## src/rtl/fifo_wr_arbiter_rr.sv

```systemverilog
// Round-robin write arbiter: shares one FIFO write port among NUM_REQ producers.
// A producer owns the port for a burst of up to BURST_MAX words. A burst only
// starts when the FIFO can absorb all of it, so a stalled owner cannot block
// the other producers for long.
//
// state | meaning
// ------+------------------------------------------------------------------
// IDLE  | no owner; pick the next requester in rotation if a full burst fits
// BUSY  | owner writes one word per cycle while its req is high and FIFO not full
module fifo_wr_arbiter_rr #(
  parameter int NUM_REQ    = 4,
  parameter int DATA_WIDTH = 16,
  parameter int ADDR_WIDTH = 4,
  parameter int BURST_MAX  = 4
) (
  input  logic                          clk,
  input  logic                          reset,
  input  logic [NUM_REQ-1:0]            req,
  input  logic [NUM_REQ*DATA_WIDTH-1:0] req_data,
  output logic [NUM_REQ-1:0]            ack,
  output logic [NUM_REQ-1:0]            gnt,
  output logic                          fifo_wen,
  output logic [DATA_WIDTH-1:0]         fifo_data_in,
  input  logic                          fifo_full,
  input  logic                          fifo_empty,
  input  logic [ADDR_WIDTH-1:0]         fifo_depth,
  output logic                          fifo_wait
);

  localparam int OW = (NUM_REQ > 1) ? $clog2(NUM_REQ) : 1;
  localparam int BW = (BURST_MAX > 1) ? $clog2(BURST_MAX) : 1;
  localparam logic [ADDR_WIDTH:0] CAP       = {1'b1, {ADDR_WIDTH{1'b0}}};
  localparam logic [ADDR_WIDTH:0] BURST_LIM = BURST_MAX[ADDR_WIDTH:0];
  localparam logic [BW-1:0]       LAST_CNT  = BW'(BURST_MAX - 1);
  localparam logic [NUM_REQ-1:0]  ONE_HOT0  = {{(NUM_REQ-1){1'b0}}, 1'b1};
  localparam logic [OW-1:0]       LAST_INIT = OW'(NUM_REQ - 1);

  typedef enum logic {IDLE, BUSY} state_t;

  state_t              state;
  logic [OW-1:0]       owner;
  logic [OW-1:0]       last_owner;
  logic [BW-1:0]       burst_cnt;

  logic [ADDR_WIDTH:0] free;
  logic                start_ok;
  logic [OW-1:0]       pick;
  logic                pick_valid;
  logic                owner_req;
  logic [DATA_WIDTH-1:0] owner_data;
  logic                wr;

  // Free space in the FIFO; depth aliases to 0 when full, so full/empty decide the ends.
  always_comb begin
    if (fifo_empty)
      free = CAP;
    else if (fifo_full)
      free = '0;
    else
      free = CAP - {1'b0, fifo_depth};
  end

  assign start_ok = (free >= BURST_LIM);

  // Next owner: first requester after last_owner, wrapping; the smallest distance wins.
  always_comb begin
    pick       = last_owner;
    pick_valid = 1'b0;
    for (int k = NUM_REQ; k >= 1; k--) begin
      if (req[(int'(last_owner) + k) % NUM_REQ]) begin
        pick       = OW'((int'(last_owner) + k) % NUM_REQ);
        pick_valid = 1'b1;
      end
    end
  end

  // Select the current owner's request and data word.
  always_comb begin
    owner_req  = 1'b0;
    owner_data = '0;
    for (int i = 0; i < NUM_REQ; i++) begin
      if (owner == OW'(i)) begin
        owner_req  = req[i];
        owner_data = req_data[i*DATA_WIDTH +: DATA_WIDTH];
      end
    end
  end

  // Write only in BUSY; the current full flag alone decides, so full never sees a write.
  assign wr           = (state == BUSY) && owner_req && !fifo_full;
  assign fifo_wen     = wr;
  assign ack          = wr ? gnt : '0;
  assign fifo_data_in = owner_data;
  assign fifo_wait    = (state == BUSY) && owner_req && fifo_full;

  // Arbitration FSM; gnt is registered so there is no req-to-gnt combinational path.
  always_ff @(posedge clk or posedge reset) begin
    if (reset) begin
      state      <= IDLE;
      owner      <= '0;
      last_owner <= LAST_INIT;
      burst_cnt  <= '0;
      gnt        <= '0;
    end else begin
      case (state)
        IDLE: begin
          if (pick_valid && start_ok) begin
            owner     <= pick;
            burst_cnt <= '0;
            gnt       <= ONE_HOT0 << pick;
            state     <= BUSY;
          end
        end
        BUSY: begin
          if (!owner_req) begin
            // Owner ran dry: release early without writing this cycle.
            last_owner <= owner;
            gnt        <= '0;
            state      <= IDLE;
          end else if (wr) begin
            burst_cnt <= burst_cnt + 1'b1;
            if (burst_cnt == LAST_CNT) begin
              last_owner <= owner;
              gnt        <= '0;
              state      <= IDLE;
            end
          end
        end
        default: begin
          state <= IDLE;
          gnt   <= '0;
        end
      endcase
    end
  end

endmodule

```

## config.mk

```make
export PLATFORM = sky130hd
export DESIGN_NAME = fifo_wr_arbiter_rr
export DESIGN_NICKNAME = d
export VERILOG_FILES = /design/src/rtl/fifo_wr_arbiter_rr.sv
export SDC_FILE = /design/constraint.sdc
export NUM_CORES = 1
export LEC_CHECK = 0
export CAP_MARGIN = 40
export CORE_UTILIZATION = 40
export CTS_CLUSTER_DIAMETER = 60
export DETAILED_ROUTE_END_ITERATION = 12
export DONT_BUFFER_PORTS = 1
export GPL_TIMING_DRIVEN = 0
export MAX_ROUTING_LAYER = met4
export SETUP_SLACK_MARGIN = 0.4
export SKIP_LAST_GASP = 1
export SYNTH_ARGS = -nofsm -noshare
export SYNTH_HDL_FRONTEND = slang
export SYNTH_SLANG_ARGS = --single-unit
export TNS_END_PERCENT = 20
```

## constraint.sdc

```tcl
create_clock -name clk -period 1.8 [get_ports clk]
set_input_delay 0.27 -clock clk [delete_from_list [all_inputs] [get_ports clk]]
set_output_delay 0.27 -clock clk [all_outputs]
set_load 0.005 [all_outputs]
```

==> flow_metrics.env, run 1 <==
export IMPL_critical_path_class="reg2out"
export IMPL_postSynthAreaPerCell_um2=12.2
export IMPL_crit_slowest_cell="mux4_2"
export IMPL_finalCritPeriodShare_pct=105
export IMPL_arrival_ps=1620
export IMPL_portBuffers=0
export IMPL_critPathMaxFanout=6
export IMPL_die_height_um=54.4
export IMPL_multiInputGateArea_um2=779
export IMPL_power_mw=1.97
export IMPL_hold_depth=2
export IMPL_dpl_worst_slack_ps=51.3
export IMPL_remaining_drc_errors=0
export IMPL_ys_warn_count=0
export IMPL_fp_row_count=18
export IMPL_cp_start_kind="register"
export IMPL_core_area_mm2=0.00254
export IMPL_dr_pass1_iters=4
export IMPL_finClkSkew_ps=1.28
export IMPL_p_leak_nw=0.532
export IMPL_synthTopCellsByCount="mux4_2, dfrtp_1, inv_1, o21ai_0, mux2_2"
export IMPL_ys_seq_area_share_pct=25.3
export IMPL_grt_busiest_layer="met2"
export IMPL_syn_area_mm2=0.00110
export IMPL_antenna_left=0
export IMPL_synth_edf_count=0
export IMPL_period_minus_slack_ps=1890
export IMPL_finalMaxSlewViolations=0
export IMPL_crit_required_ps=1530
export IMPL_cts_clk_slew_worst_paths_ps=70
export IMPL_gp_congestion=0.709
export IMPL_vias_per_cell=6.58
export IMPL_failed_checks="negative setup slack"
export IMPL_path_depth=5
export IMPL_yosys_top_cells_area="mux4_2, dfrtp_1, mux2_2, dfstp_2, o21ai_0"
export IMPL_max_slew_margin_pct=64.4
export IMPL_status="complete, but fails checks"
export IMPL_max_freq_mhz=530
export IMPL_tns_ps=-331
export IMPL_setup_viol=4
export IMPL_globalRouteTotalUtil_pct=18.9
export IMPL_synth_flop_cell="dfrtp_1"
export IMPL_cts_root_buffer="clkbuf_4"
export IMPL_rsz0062_at_grt="true"
export IMPL_ff2ff_path_depth=4
export IMPL_grt_util_met3_pct=6.39
export IMPL_vias=862
export IMPL_use_met1_pct=20.9
export IMPL_cts_inserted_buffers=3
export IMPL_drive_gt1_share_pct=49.5
export IMPL_die_area_mm2=0.00296
export IMPL_cap_violations=0
export IMPL_wl_per_cell_um=21.0
export IMPL_yosysTopAreaCellShare_pct=32.8
export IMPL_worst_slew_pin_transition_ps=528
export IMPL_nFillCells=238
export IMPL_synth_nets=168
export IMPL_async_flop_share_pct=100
export IMPL_max_clock_path_buffers=2
export IMPL_grt_overflow=0
export IMPL_cts_sinks=11
export IMPL_grt_pass1_wl_um=3670
export IMPL_crit_family="multiplexers"
export IMPL_die_x_um=54.4
export IMPL_synthToLayoutAreaGrowth_pct=13.7
export IMPL_drtIter0Drc=17
export IMPL_power_density_mw_per_mm2=1580
export IMPL_grt_max_degree=12
export IMPL_gr_usage_met2_pct=33.5
export IMPL_fin_ws_ps=-87.1
export IMPL_start_util_pct=43.1
export IMPL_clk_latency_ps=260
export IMPL_synth_seq_cells=11
export IMPL_num_io_pins=102
export IMPL_htree_levels=1
export IMPL_antenna_found_initial=0
export IMPL_antenna_cells=0
export IMPL_yosysMostFrequentCell="mux4_2"
export IMPL_nNetsFinal=180
export IMPL_synth_top_area_cell="mux4_2"
export IMPL_cp_num_buf_inv=1
export IMPL_dp_hpwl_um=2220
export IMPL_wl_um=2750
export IMPL_tritoncts="done"
export IMPL_path_cells="mux4_2 -> nand2_2 -> or2_4 -> inv_4 -> and2_4"
export IMPL_area_sequential_um2=278
export IMPL_yosys_cell_types_count=34
export IMPL_hp_class="in2reg"
export IMPL_synth_cells=90
export IMPL_ir_drop_mv=0.949
export IMPL_slowest_delay_ps=540
export IMPL_finalHoldViolations=0
export IMPL_crit_path_end_kind="output pin"
export IMPL_grt_pass1_vias=805
-- per-stage QoR --
step	instances	utilization [%]	area, um2	hold slack, ps
after floorplan	90	-	1110	121
after global placement	120	45.2	1150	173
after detailed placement	120	45.2	1150	179
after CTS	129	48.4	1230	250
after global routing	131	49.0	1250	252
final	131	49.0	1250	250
-- worst paths after layout --
check,endpoint,slack (ps),from
min in group asynchronous,state,440,reset
min,state,250,fifo_full
max reg2reg,last_owner[1],110,burst_cnt[0]
max in group asynchronous,last_owner[1],1020,reset
min reg2reg,burst_cnt[1],500,burst_cnt[1]
max,ack[1],-90,owner[1]
-- what timing repair did --
action                     in CTS  in global routing
hold buffers                    1                  0
pin swaps                       1                  1
gates resized for setup         6                  0
hold endpoints to repair        9                  0
buffers inserted                4                  2
setup endpoints to repair      32                 32
-- kinds of logic (layout without fill, tap and decap cells) --
group	after synthesis	after routing	share of synthesized area, %
and+or+nand+nor	27	27	15.5
muxes	23	23	41.3
AOI/OAI and AO/OA	16	16	10.3
DFF	11	11	25.3
buffers and inverters	11	22	5.36
adders and majority gates	2	2	2.28
-- layout make-up --
class / count / share of cell area [%]
flip-flops and latches: 11 / 22.3
well taps: 30 / 3.01
clock buffers: 4 / 2.11
repair buffers: 7 / 4.41
plain buffers: 5 / 3.71
multi-input cells: 68 / 62.5
inverters: 6 / 2.01
-- layout by cell type (no fill, tap or decap), types with 2 or more instances in the layout --
cell      synthesis  final
dfrtp_1           9      9
nand3_1           3      3
dfstp_2           2      2
o21ai_0           6      6
clkbuf_4          0      3
nor2_1            4      4
buf_4             0      7
a21o_1            3      3
inv_1             6      5
nor2b_1           2      2
ha_1              2      2
and2_4            1      5
nand2_1           3      2
buf_6             2      3
mux2_2            5      5
nand2b_1          3      3
mux4_2           16     17
-- registers in the layout (all words and copies together) (netlist names) --
signal      cells
last_owner      2
burst_cnt       2
state           1
gnt             4
owner           2
-- power breakdown --
part           internal (mW)  switching [mW]
sequential             0.385           0.129
combinational          0.741           0.546
clock                 0.0858          0.0780
total                   1.21           0.753
-- worst reg2reg max path: stages (launching register included) --
cell and delay [ps]:
dfrtp_1 400, ha_1 200, nor2b_1 160, o311ai_2 470
mux2_2 390
-- layer usage --
metal  up-vias  wire (um)
met5         -          0
li1        380          -
met4         0          0
met2        55       1590
met3         0        256
met1       427        908
(Power assumes the default switching activity.)
==> run 2: changes to the inputs <==
Clock period 1.8 ns to 1.9 ns, I/O delays scaled along.
==> flow_metrics.env, run 2 (same netlist as run 1, synthesis figures left out) <==
export IMPL_max_slew_margin_pct=66.5
export IMPL_fp_row_count=18
export IMPL_globalRouteTotalUtil_pct=16.0
export IMPL_grt_overflow=0
export IMPL_cap_violations=0
export IMPL_tns_ps=0
export IMPL_antenna_left=0
export IMPL_p_leak_nw=0.560
export IMPL_critical_path_class="reg2out"
export IMPL_hp_class="in2reg"
export IMPL_finClkSkew_ps=7.79
export IMPL_cts_sinks=11
export IMPL_cp_start_kind="register"
export IMPL_portBuffers=0
export IMPL_synthToLayoutAreaGrowth_pct=19.4
export IMPL_die_height_um=54.4
export IMPL_timing_rr_end="last_owner[0]"
export IMPL_core_area_mm2=0.00254
export IMPL_nNetsFinal=182
export IMPL_placed_cells=120
export IMPL_gp_congestion=0.677
export IMPL_wl_met2_um=1360
export IMPL_startpoint="owner[1]"
export IMPL_finalHoldViolations=0
export IMPL_internal_power_mw=1.28
export IMPL_tritoncts="done"
export IMPL_worst_slew_pin_transition_ps=498
export IMPL_grt_pass1_wl_um=3290
export IMPL_clk_latency_ps=270
export IMPL_r2r_start="burst_cnt[0]"
export IMPL_wl_met3_um=195
export IMPL_drive_gt1_share_pct=50.5
export IMPL_dp_hpwl_um=2040
export IMPL_top_layer="met4"
export IMPL_antenna_cells=0
export IMPL_finalMaxSlewViolations=0
export IMPL_vias=857
export IMPL_status="finished clean"
export IMPL_dr_pass1_iters=4
export IMPL_critPathMaxFanout=6
export IMPL_grt_pass1_vias=754
export IMPL_switching_share_pct=36.3
export IMPL_top_register="gnt"
export IMPL_fin_cells=133
export IMPL_cts_clk_slew_worst_paths_ps=80
export IMPL_pwr_share_seq_pct=24.0
export IMPL_final_cell_mix="mux4_2, dfrtp_1, o21ai_0, buf_4"
export IMPL_period_minus_slack_ps=1880
export IMPL_start_util_pct=43.1
export IMPL_die_x_um=54.4
export IMPL_setup_viol=0
export IMPL_die_area_mm2=0.00296
export IMPL_ff2ff_path_depth=4
export IMPL_finalCritPeriodShare_pct=99.2
export IMPL_wl_per_cell_um=19.1
export IMPL_cts_inserted_buffers=3
export IMPL_rsz0062_at_grt="true"
export IMPL_vias_per_cell=6.44
export IMPL_num_io_pins=102
export IMPL_crit_required_ps=1620
export IMPL_nFillCells=234
export IMPL_wl_um=2540
export IMPL_combPwrFrac_pct=68.0
export IMPL_power_density_mw_per_mm2=1540
export IMPL_cts_root_buffer="clkbuf_4"
export IMPL_grt_max_degree=12
export IMPL_r2r_setup_slack_ps=250
export IMPL_power_switching_uw=732
export IMPL_largest_register_ff_count=4
export IMPL_ir_drop_mv=0.884
export IMPL_layout_commonest_cell="mux4_2"
export IMPL_max_clock_path_buffers=2
export IMPL_arrival_ps=1600
export IMPL_clkPwrFrac_pct=8.0
export IMPL_remaining_drc_errors=0
export IMPL_crit_path_end_kind="output pin"
export IMPL_crit_end="ack[1]"
export IMPL_m1WireLength_um=973
export IMPL_antenna_found_initial=0
export IMPL_max_freq_mhz=531
export IMPL_drtIter0Drc=18
export IMPL_htree_levels=1
run 2: cell count changes in the layout (fill, tap and decap cells not counted):
cell | before | now
buf_4 | 7 | 6
buf_12 | 0 | 2
clkbuf_4 | 3 | 4
buf_2 | 1 | 0
buf_16 | 0 | 1
run 2: metrics by stage:
| stage | power (mW) | hold WS (ps) | util [%] | worst slack [ps] | cell area, um2 |
|---|---|---|---|---|---|
| after CTS | 2.02 | 239 | 51.1 | -25.0 | 1300 |
| after detailed placement | 1.57 | 194 | 44.9 | 125 | 1140 |
| final | 2.02 | 247 | 51.5 | 15.0 | 1310 |
| after global placement | 1.55 | 190 | 44.9 | 166 | 1140 |
| after global routing | 2.18 | 247 | 51.5 | -40.7 | 1310 |
| after floorplan | 1.42 | 136 | - | 333 | 1110 |
run 2: how the worst min path moves through the flow:
stage          startpoint            to  slack [ps]  cells past startpoint
2_1_floorplan       reset  burst_cnt[0]         140                      1
3_3_place_gp        reset  burst_cnt[0]         190                      1
3_5_place_dp        reset  burst_cnt[0]         190                      1
4_1_cts         fifo_full  burst_cnt[0]         240                      2
5_1_grt         fifo_full  burst_cnt[0]         250                      2
6_report        fifo_full  burst_cnt[0]         250                      2
run 2: worst max-delay path: stages, from the launching register on:
cell and delay (ps):
dfrtp_1 370, mux4_2 540, nand2_2 80, or2_4 140, inv_4 50, and2_4 150
run 2: routing by layer:
layer,GRT usage [%],vias to the layer above
met4,5.13,0
met2,27.2,49
met5,-,-
met3,2.50,2
met1,19.3,425
li1,-,381
run 2: cell type report:
class	count	area [um2]	share of cell area, %
inverter	6	25.0	1.91
tap	30	37.5	2.87
multi-input combinational	68	779	59.5
clock buffer	4	26.3	2.01
timing repair buffer	9	103	7.83
sequential	11	278	21.2
buffer	5	61.3	4.68
run 2: repair_timing:
action,4_1_cts,5_1_grt
hold buffers,1,0
gates resized for setup,11,3
endpoints found under the setup margin,29,30
buffers inserted,6,1
endpoints found under the hold margin,9,0
pin swaps,1,1
cloned,1,0
run 2: power groups by stage:
stage	clock network [mW]	logic (mW)	registers, mW
after floorplan	0	0.955	0.461
after global placement	0	1.07	0.488
after detailed placement	0	1.08	0.493
after CTS	0.165	1.37	0.483
after global routing	0.178	1.50	0.498
final	0.161	1.37	0.485
==> run 3: changes to the inputs <==
--- a/constraint.sdc
+++ b/constraint.sdc
@@ -3,2 +3,2 @@
 set_output_delay 0.285 -clock clk [all_outputs]
-set_load 0.005 [all_outputs]
+set_load 0.1 [all_outputs]
==> flow_metrics.env, run 3 (same netlist as run 1, synthesis figures left out) <==
export IMPL_start_util_pct=43.1
export IMPL_max_freq_mhz=386
export IMPL_max_clock_path_buffers=2
export IMPL_largest_register_ff_count=4
export IMPL_antenna_found_initial=0
export IMPL_layout_commonest_cell="mux4_2"
export IMPL_placed_area_mm2=0.00127
export IMPL_cp_start_kind="register"
export IMPL_setup_viol=22
export IMPL_critPathMaxFanout=6
export IMPL_globalRouteTotalUtil_pct=19.8
export IMPL_cts_sinks=11
export IMPL_finClkSkew_ps=1.44
export IMPL_die_height_um=54.4
export IMPL_vias=864
export IMPL_synthToLayoutAreaGrowth_pct=31.8
export IMPL_antenna_left=0
export IMPL_finalHoldViolations=0
export IMPL_portBuffers=0
export IMPL_critical_path_class="reg2out"
export IMPL_final_area_mm2=0.00145
export IMPL_crit_required_ps=1620
export IMPL_status="complete, but fails checks"
export IMPL_clk_latency_ps=270
export IMPL_max_slew_margin_pct=58.5
export IMPL_arrival_ps=2300
export IMPL_htree_levels=1
export IMPL_grt_overflow=0
export IMPL_remaining_drc_errors=0
export IMPL_drtIter0Drc=11
export IMPL_die_area_mm2=0.00296
export IMPL_top_register="gnt"
export IMPL_nFillCells=209
export IMPL_path_cells="mux4_2 -> nand2_2 -> or2_4 -> clkinvlp_4 -> and2_4"
export IMPL_cap_violations=0
export IMPL_finalMaxSlewViolations=0
export IMPL_cts_root_buffer="clkbuf_4"
export IMPL_worst_slew_pin_transition_ps=613
export IMPL_slowest_delay_ps=530
export IMPL_grt_max_degree=12
export IMPL_cts_inserted_buffers=3
export IMPL_holdWs_ps=247
export IMPL_die_x_um=54.4
export IMPL_core_area_mm2=0.00254
export IMPL_grt_pass1_vias=916
export IMPL_vias_per_cell=6.26
export IMPL_final_cell_mix="mux4_2, dfrtp_1, buf_4, o21ai_0"
export IMPL_hp_class="in2reg"
export IMPL_dr_pass1_iters=4
export IMPL_failed_checks="negative setup slack"
export IMPL_grt_pass1_wl_um=3960
export IMPL_antenna_cells=0
export IMPL_fin_util_pct=56.8
export IMPL_fin_ws_ps=-689
export IMPL_crit_slowest_cell="mux4_2"
export IMPL_wl_per_cell_um=18.5
export IMPL_placed_cells=125
export IMPL_finalCritPeriodShare_pct=136
export IMPL_rsz0062_at_grt="true"
export IMPL_cts_clk_slew_worst_paths_ps=70
export IMPL_nNetsFinal=187
export IMPL_drive_gt1_share_pct=51.9
export IMPL_gp_congestion=0.768
export IMPL_wl_um=2560
export IMPL_tritoncts="done"
export IMPL_crit_path_end_kind="output pin"
export IMPL_fp_row_count=18
export IMPL_num_io_pins=102
export IMPL_dp_hpwl_um=2020
export IMPL_period_minus_slack_ps=2590
export IMPL_fin_cells=138
## run 3: changes by cell type in the layout (fill, tap and decap cells not counted), sizes merged
| cell | change |
|---|---|
| clkbuf | -1 |
| buf | +5 |
| clkinvlp | +1 |
| inv | -1 |
| bufbuf | +1 |
## run 3: cell type report
| type | count | area [um2] | area share (%) |
|---|---|---|---|
| Buffer | 5 | 61.3 | 4.24 |
| Clock buffer | 4 | 26.3 | 1.82 |
| Inverter | 6 | 26.3 | 1.82 |
| Multi-Input combinational cell | 68 | 772 | 53.4 |
| Sequential cell | 11 | 278 | 19.2 |
| Tap cell | 30 | 37.5 | 2.60 |
| Timing Repair Buffer | 14 | 245 | 17.0 |
## run 3: final timing paths
kind,start,end,slack (ps),cells after the start
setup reg to reg,owner[1],burst_cnt[1],-60,6
hold / removal,fifo_full,state,250,2
max in group asynchronous,reset,last_owner[0],1140,2
min in group asynchronous,reset,gnt[1],440,2
hold reg to reg,burst_cnt[0],burst_cnt[0],500,1
setup / recovery,owner[1],ack[1],-690,5
## run 3: stage by stage
| stage | setup WS (ps) | TNS (ps) |
|---|---|---|
| finish | -689 | -5930 |
| global route | -765 | -7390 |
| CTS | -685 | -6440 |
| detailed placement | -485 | -3090 |
| global placement | -467 | -2780 |
| floorplan | -370 | -1620 |
## run 3: routing by layer
metal | share of wire, % | global-route usage, %
met5 | 0 | -
met1 | 38 | 22.4
met2 | 54 | 35.8
met4 | 0.43 | 7.69
met3 | 7.5 | 1.94
## run 3: critical path, delay by kind of cell, from the launching register on
family	cells	cell delay (ps)
muxes	1	530
DFF	1	380
buffers and inverters	1	450
and+or+nand+nor	3	670
## run 3: what timing repair did
action,CTS,global route
hold endpoints to repair,9,0
gates cloned,1,0
hold buffers,1,0
gates resized for setup,12,3
pin swaps,5,0
setup buffers,7,0
endpoints found under the setup margin,31,32
Power of run 3 is not shown: default switching activity piles up to over one toggle a cycle in this logic, so the estimate is an artifact.
